File: src/rtl/count_ctrl_pkg.sv
// Shared types for the count_ctrl terminal counter: FSM state encoding and mode constants.
package count_ctrl_pkg;

    typedef enum logic [1:0] {
        IDLE   = 2'd0,
        RUN    = 2'd1,
        PAUSED = 2'd2
    } state_t;

    localparam logic ONESHOT  = 1'b0;
    localparam logic PERIODIC = 1'b1;

endpackage

File: src/rtl/count_ctrl_presc.sv
// Tick prescaler for count_ctrl: pulses tick once every (div+1) enabled cycles.
module count_ctrl_presc #(
    parameter int PRESC_WIDTH = 4
) (
    input  logic                   clk,
    input  logic                   rst,
    input  logic                   clr,
    input  logic                   en,
    input  logic [PRESC_WIDTH-1:0] div,
    output logic                   tick
);

    localparam logic [PRESC_WIDTH-1:0] ONE = PRESC_WIDTH'(1);

    logic [PRESC_WIDTH-1:0] cnt_q;

    // Tick is combinational so the counter consumes it on the same edge the prescaler wraps.
    assign tick = en && (cnt_q == div);

    always_ff @(posedge clk) begin
        if (rst || clr) begin
            cnt_q <= '0;
        end else if (en) begin
            cnt_q <= (cnt_q == div) ? '0 : cnt_q + ONE;
        end
    end

endmodule

File: src/rtl/count_ctrl.sv
// Start/stop/pause terminal counter with one-shot and periodic modes.
// Optional tick prescaler is enabled by defining COUNT_CTRL_PRESCALE_EN.
import count_ctrl_pkg::*;

module count_ctrl #(
    parameter int WIDTH       = 8,
    parameter int PRESC_WIDTH = 4
) (
    input  logic                   clk,
    input  logic                   rst,
    input  logic                   start,
    input  logic                   stop,
    input  logic                   pause,
    input  logic                   mode,
    input  logic [WIDTH-1:0]       load_val,
    input  logic [PRESC_WIDTH-1:0] presc_div,
    output logic [WIDTH-1:0]       count,
    output logic                   busy,
    output logic                   done,
    output state_t                 state_o
);

    localparam logic [WIDTH-1:0] ONE = WIDTH'(1);

    state_t           state_q, state_d;
    logic [WIDTH-1:0] count_q, count_d;
    logic [WIDTH-1:0] tc_q, tc_d;
    logic             mode_q, mode_d;
    logic             done_q, done_d;

    logic start_ok;
    logic run_en;
    logic tick;

    assign start_ok = (state_q == IDLE) && start && (load_val != '0);
    // Counting is allowed on any busy edge where neither stop nor pause wins priority.
    assign run_en   = (state_q != IDLE) && !stop && !pause;

`ifdef COUNT_CTRL_PRESCALE_EN
    logic [PRESC_WIDTH-1:0] div_q;

    always_ff @(posedge clk) begin
        if (rst) begin
            div_q <= '0;
        end else if (start_ok) begin
            div_q <= presc_div;
        end
    end

    count_ctrl_presc #(
        .PRESC_WIDTH(PRESC_WIDTH)
    ) u_presc (
        .clk  (clk),
        .rst  (rst),
        .clr  (start_ok || stop),
        .en   (run_en),
        .div  (div_q),
        .tick (tick)
    );
`else
    logic unused_presc;
    assign unused_presc = ^presc_div;
    assign tick         = run_en;
`endif

    always_ff @(posedge clk) begin
        if (rst) begin
            state_q <= IDLE;
            count_q <= '0;
            tc_q    <= '0;
            mode_q  <= ONESHOT;
            done_q  <= 1'b0;
        end else begin
            state_q <= state_d;
            count_q <= count_d;
            tc_q    <= tc_d;
            mode_q  <= mode_d;
            done_q  <= done_d;
        end
    end

    // The edge that leaves PAUSED also counts, so a pause of N cycles delays completion by N.
    always_comb begin
        state_d = state_q;
        count_d = count_q;
        tc_d    = tc_q;
        mode_d  = mode_q;
        done_d  = 1'b0;
        case (state_q)
            IDLE: begin
                count_d = '0;
                if (start_ok) begin
                    tc_d    = load_val;
                    mode_d  = mode;
                    state_d = RUN;
                end
            end
            RUN, PAUSED: begin
                if (stop) begin
                    state_d = IDLE;
                    count_d = '0;
                end else if (pause) begin
                    state_d = PAUSED;
                end else begin
                    state_d = RUN;
                    if (tick) begin
                        if (count_q == tc_q) begin
                            count_d = '0;
                            done_d  = 1'b1;
                            if (mode_q == ONESHOT) begin
                                state_d = IDLE;
                            end
                        end else begin
                            count_d = count_q + ONE;
                        end
                    end
                end
            end
            default: begin
                state_d = IDLE;
                count_d = '0;
            end
        endcase
    end

    assign count   = count_q;
    assign busy    = (state_q != IDLE);
    assign done    = done_q;
    assign state_o = state_q;

endmodule

File: config.mk
export PLATFORM = sky130hd
export DESIGN_NAME = count_ctrl
export DESIGN_NICKNAME = d
export VERILOG_FILES = /design/src/rtl/count_ctrl_pkg.sv /design/src/rtl/count_ctrl_presc.sv /design/src/rtl/count_ctrl.sv
export SDC_FILE = /design/constraint.sdc
export NUM_CORES = 1
export LEC_CHECK = 0
export ABC_AREA = 1
export CAP_MARGIN = 15
export CORE_UTILIZATION = 40
export DETAILED_ROUTE_END_ITERATION = 8
export PLACE_DENSITY = 0.69
export RECOVER_POWER = 100
export SLEW_MARGIN = 5
export SYNTH_ARGS = -nofsm -noshare
export SYNTH_HDL_FRONTEND = slang
export SYNTH_SLANG_ARGS = --single-unit
File: constraint.sdc
create_clock -name clk -period 2.1 [get_ports clk]
set_input_delay 0.63 -clock clk [delete_from_list [all_inputs] [get_ports clk]]
set_output_delay 0.63 -clock clk [all_outputs]
set_load 0.01 [all_outputs]
==> summary.md, run 1 <==
| Metric | Value |
|---|---|
| Number of endpoints failing setup at the final stage | 0 |
| Arrival time of the worst setup path | 1370 ps |
| Via density per instance | 4.58 |
| Final Max Slew Viols | 0 |
| Total via count in the routed design | 915 |
| Post-route clock skew | 4.98 ps |
| Area of the mapped netlist | 0.00104 mm^2 |
| Final cycle utilization of the critical path | 95.3% |
| Library cell with the highest instance count after synthesis | nand2_1 |
| Final instance count without filler cells | 200 |
| Leakage dissipation | 0.000622 uW |
| Sort of element at the start of the critical path | register |
| Distinct cells, synth | 26 |
| Hold buffer count at cts | 0 |
| Die Area | 0.00282 mm^2 |
| # H-tree levels | 1 |
| Total number of yosys warnings | 0 |
| Crit end category | output pin |
| Switch Pwr | 271 uW |
| Share of power burned in the clock network | 25.7% |
| Minimum clock period | 2000 ps |
| Met1 Usage GRT | 19.2% |
| Unrepaired setup endpoints after global routing | false |
| Cell internal power dissipation | 617 uW |
| Min-delay worst type | reg2reg |
| Layout Nets | 192 |
| Hold Crit Depth | 2 |
| Area inside the core boundary | 0.00248 mm^2 |
| Final Cell Area | 0.00139 mm^2 |
| Half-perimeter wire length of the detailed placement result | 1650 um |
| Total placed cells including tap cells | 196 |
| Met2 Usage GRT | 31.0% |
| Reg-to-reg critical path endpoint | count[5] |
| Clock Latency Late Sink | 300 ps |
| Hold Fails Final Rpt | 0 |
| Global-route congestion overflow total | 0 |
| Reg-to-reg slack, setup | 360 ps |
| Count of state elements after synthesis | 20 |
| Worst Hold Launch | tc_q[7] |
| Chip width | 53.1 um |
| Dominant delay contributor by cell family on the critical path | buffers and inverters |
| Total Wirelength | 2030 um |
| Max Cap Violations | 0 |
| Number of clock sinks | 20 |
| Fraction of met3 tracks used by global routing | 4.31% |
| Buffers inserted during post-CTS setup optimization | 0 |
| Number of global-route vias before repair | 867 |
| Sequential group share of total power | 48.1% |
| Die height | 53.1 um |
| Post-Synthesis Net Count | 157 |
| Power Total | 888 uW |
| Crit-path cells | dlygate4sd3_1 |
| GPL Wtd Cong | 0.762 |
| Slowest cell on the critical path | dlygate4sd3_1 |
| Post-synth EDFFs | 0 |
| Fraction of the yosys area taken by sequential cells | 38.3% |
| Mean instance size in the synthesized netlist | 7.68 um^2 |
| Transition time at the pin with the least slew margin | 314 ps |
| CP required | 1470 ps |
| Buffers and inverters on the worst path | 1 |
| Number of antenna cells inserted | 0 |
| FMAX | 500 MHz |
| Starting Density | 42.2% |
| Synth-to-layout area growth | 33.2% |
| Worst flop-to-flop path startpoint | state_o[0] |
| Power density of the placed cells | 638 mW/mm^2 |
| Max-slew headroom | 79.0% |
| Hold-critical path endpoint | tc_q[7] |
| Commonest cells post-synth | 30 x nand2_1, 20 x dfxtp_1, 19 x nor2_1 |
| Global-route wire length before repair | 3470 um |
| Pin count of the biggest net entering global routing | 12 |
| Number of buffers on the longest clock path | 2 |
| Maximum ir drop on the vdd rail | 0.409 mV |
| Number of ports placed on the die boundary | 30 |
| Fraction of post-synthesis cell area in the top cell type by area | 38.3% |
| Crit path largest cell delay | 630 ps |
| Clock tree from TritonCTS | built |
| Clock root cell | clkbuf_4 |
| FP Rows | 18 |
| Post-DR wirelength/cell | 10.2 um |
| Antenna violation net count after detailed routing | 0 |
| Worst reg2reg path depth | 11 |
| GRT busiest layer | met2 |
| Largest area contributor in the netlist | dfxtp_1 |
| Leading register cell type out of synthesis | dfxtp_1 |
| All-Layer GR Usage | 17.2% |
| Worst hold slack | 485 ps |
| Quantity of I/O buffers inserted on ports | 25 |
| Maximum net fanout on the critical path | 4 |
| Share of final-layout standard cells stronger than drive strength 1 | 13.5% |
| Post-synth ARST share | 0% |
| Gate power share | 26.2% |
| Switching Fraction | 30.5% |
| Status | finished clean |
| Clock transition at the register clock pins on the worst setup and hold paths after CTS | 120 ps |
| Resized cells post-CTS | 3 |
| Synth area leaders | dfxtp_1 38%, nand2_1 11%, nor2_1 6.8%, inv_1 5.4%, xnor2_1 5.0% |
| First-pass iteration count of the detailed router | 4 |
| Number of buffers created by CTS | 3 |
| DRC | 0 |
| Start-to-end type of the worst setup path | reg2out |
| Mapped Cells | 136 |
| Placed Instance Area | 0.00138 mm^2 |
| Number of antenna violations at the first check in global routing | 0 |
| Starting DRT DRC Count | 17 |
-- flip-flops by register name (all words and copies together), names as in the netlist --
signal   count
count        8
mode_q       1
tc_q         8
done         1
state_o      2
-- placed cells by master, fill, tap and decap left out --
cell type and instances:
a211oi_1 3, a21oi_1 10, and3_1 1, buf_4 6
clkbuf_1 1, clkbuf_4 3, clkbuf_8 1, clkdlybuf4s50_1 15
dfxtp_1 18, dfxtp_2 2, dlygate4sd2_1 1, dlygate4sd3_1 9
ha_1 3, inv_1 15, inv_2 3, nand2_1 31
nand2_4 2, nand3_1 3, nand3_2 2, nand4_1 3
nor2_1 19, nor2_2 1, nor2_4 1, nor2_8 1
nor3_1 1, nor3b_1 1, nor3b_2 1, o21ai_0 2
xnor2_1 6, xor2_1 5
-- metrics by stage --
stage | setup TNS, ps | setup slack (ps) | util (%)
final | 0 | 99.4 | 56.2
after global routing | 0 | 18.4 | 56.2
after CTS | 0 | 103 | 57.1
after detailed placement | -0.904 | -0.904 | 55.6
after global placement | 0 | 29.3 | 55.6
after floorplan | 0 | 427 | -
-- how the worst max path moves through the flow --
stage / startpoint / slack (ps) / to / depth (start not counted)
final: count[6] / 100 / count[6] / 1
after global routing: stop / 20 / count[5] / 8
after CTS: count[4] / 100 / count[4] / 1
after detailed placement: pause / -0.9 / count[2] / 10
after global placement: pause / 30 / count[5] / 10
after floorplan: state_o[0] / 430 / count[7] / 12
-- routing by layer --
metal  up-vias  share of wire, %
met5         -                 0
met4         0               1.5
met3         5               4.1
met2        17                48
met1       400                46
li1        493                 -
-- logic make-up (layout without fill, tap and decap cells) --
family	after synthesis	after routing	share of synthesized area [%]
xor gates and xnor gates	11	11	9.22
adders and majority gates	3	3	3.59
buffers and inverters	20	54	7.30
DFF	20	20	38.3
and+or+nand+nor	67	67	33.7
AOI/OAI and AO/OA	15	15	7.90
-- layout make-up --
| cell class | count | area [um^2] |
|---|---|---|
| Clock buffer | 4 | 36.3 |
| Fill cell | 267 | 1090 |
| Inverter | 18 | 67.6 |
| Multi-Input combinational cell | 96 | 549 |
| Sequential cell | 20 | 403 |
| Tap cell | 30 | 37.5 |
| Timing Repair Buffer | 32 | 298 |
-- power by group through the flow --
stage / Combinational [uW] / Clock [uW] / Sequential (uW)
global route: 265 / 250 / 431
CTS: 244 / 232 / 428
floorplan: 152 / 0 / 435
finish: 233 / 228 / 427
global placement: 242 / 0 / 434
detailed placement: 246 / 0 / 435
No activity file was read; power rests on OpenSTA's default activity.
==> run 2, diff against run 1 <==
CTS_CLUSTER_SIZE = 40   (was unset)
==> results of run 2 <==
Final layout, timing and power as in run 1 (identical DEF).
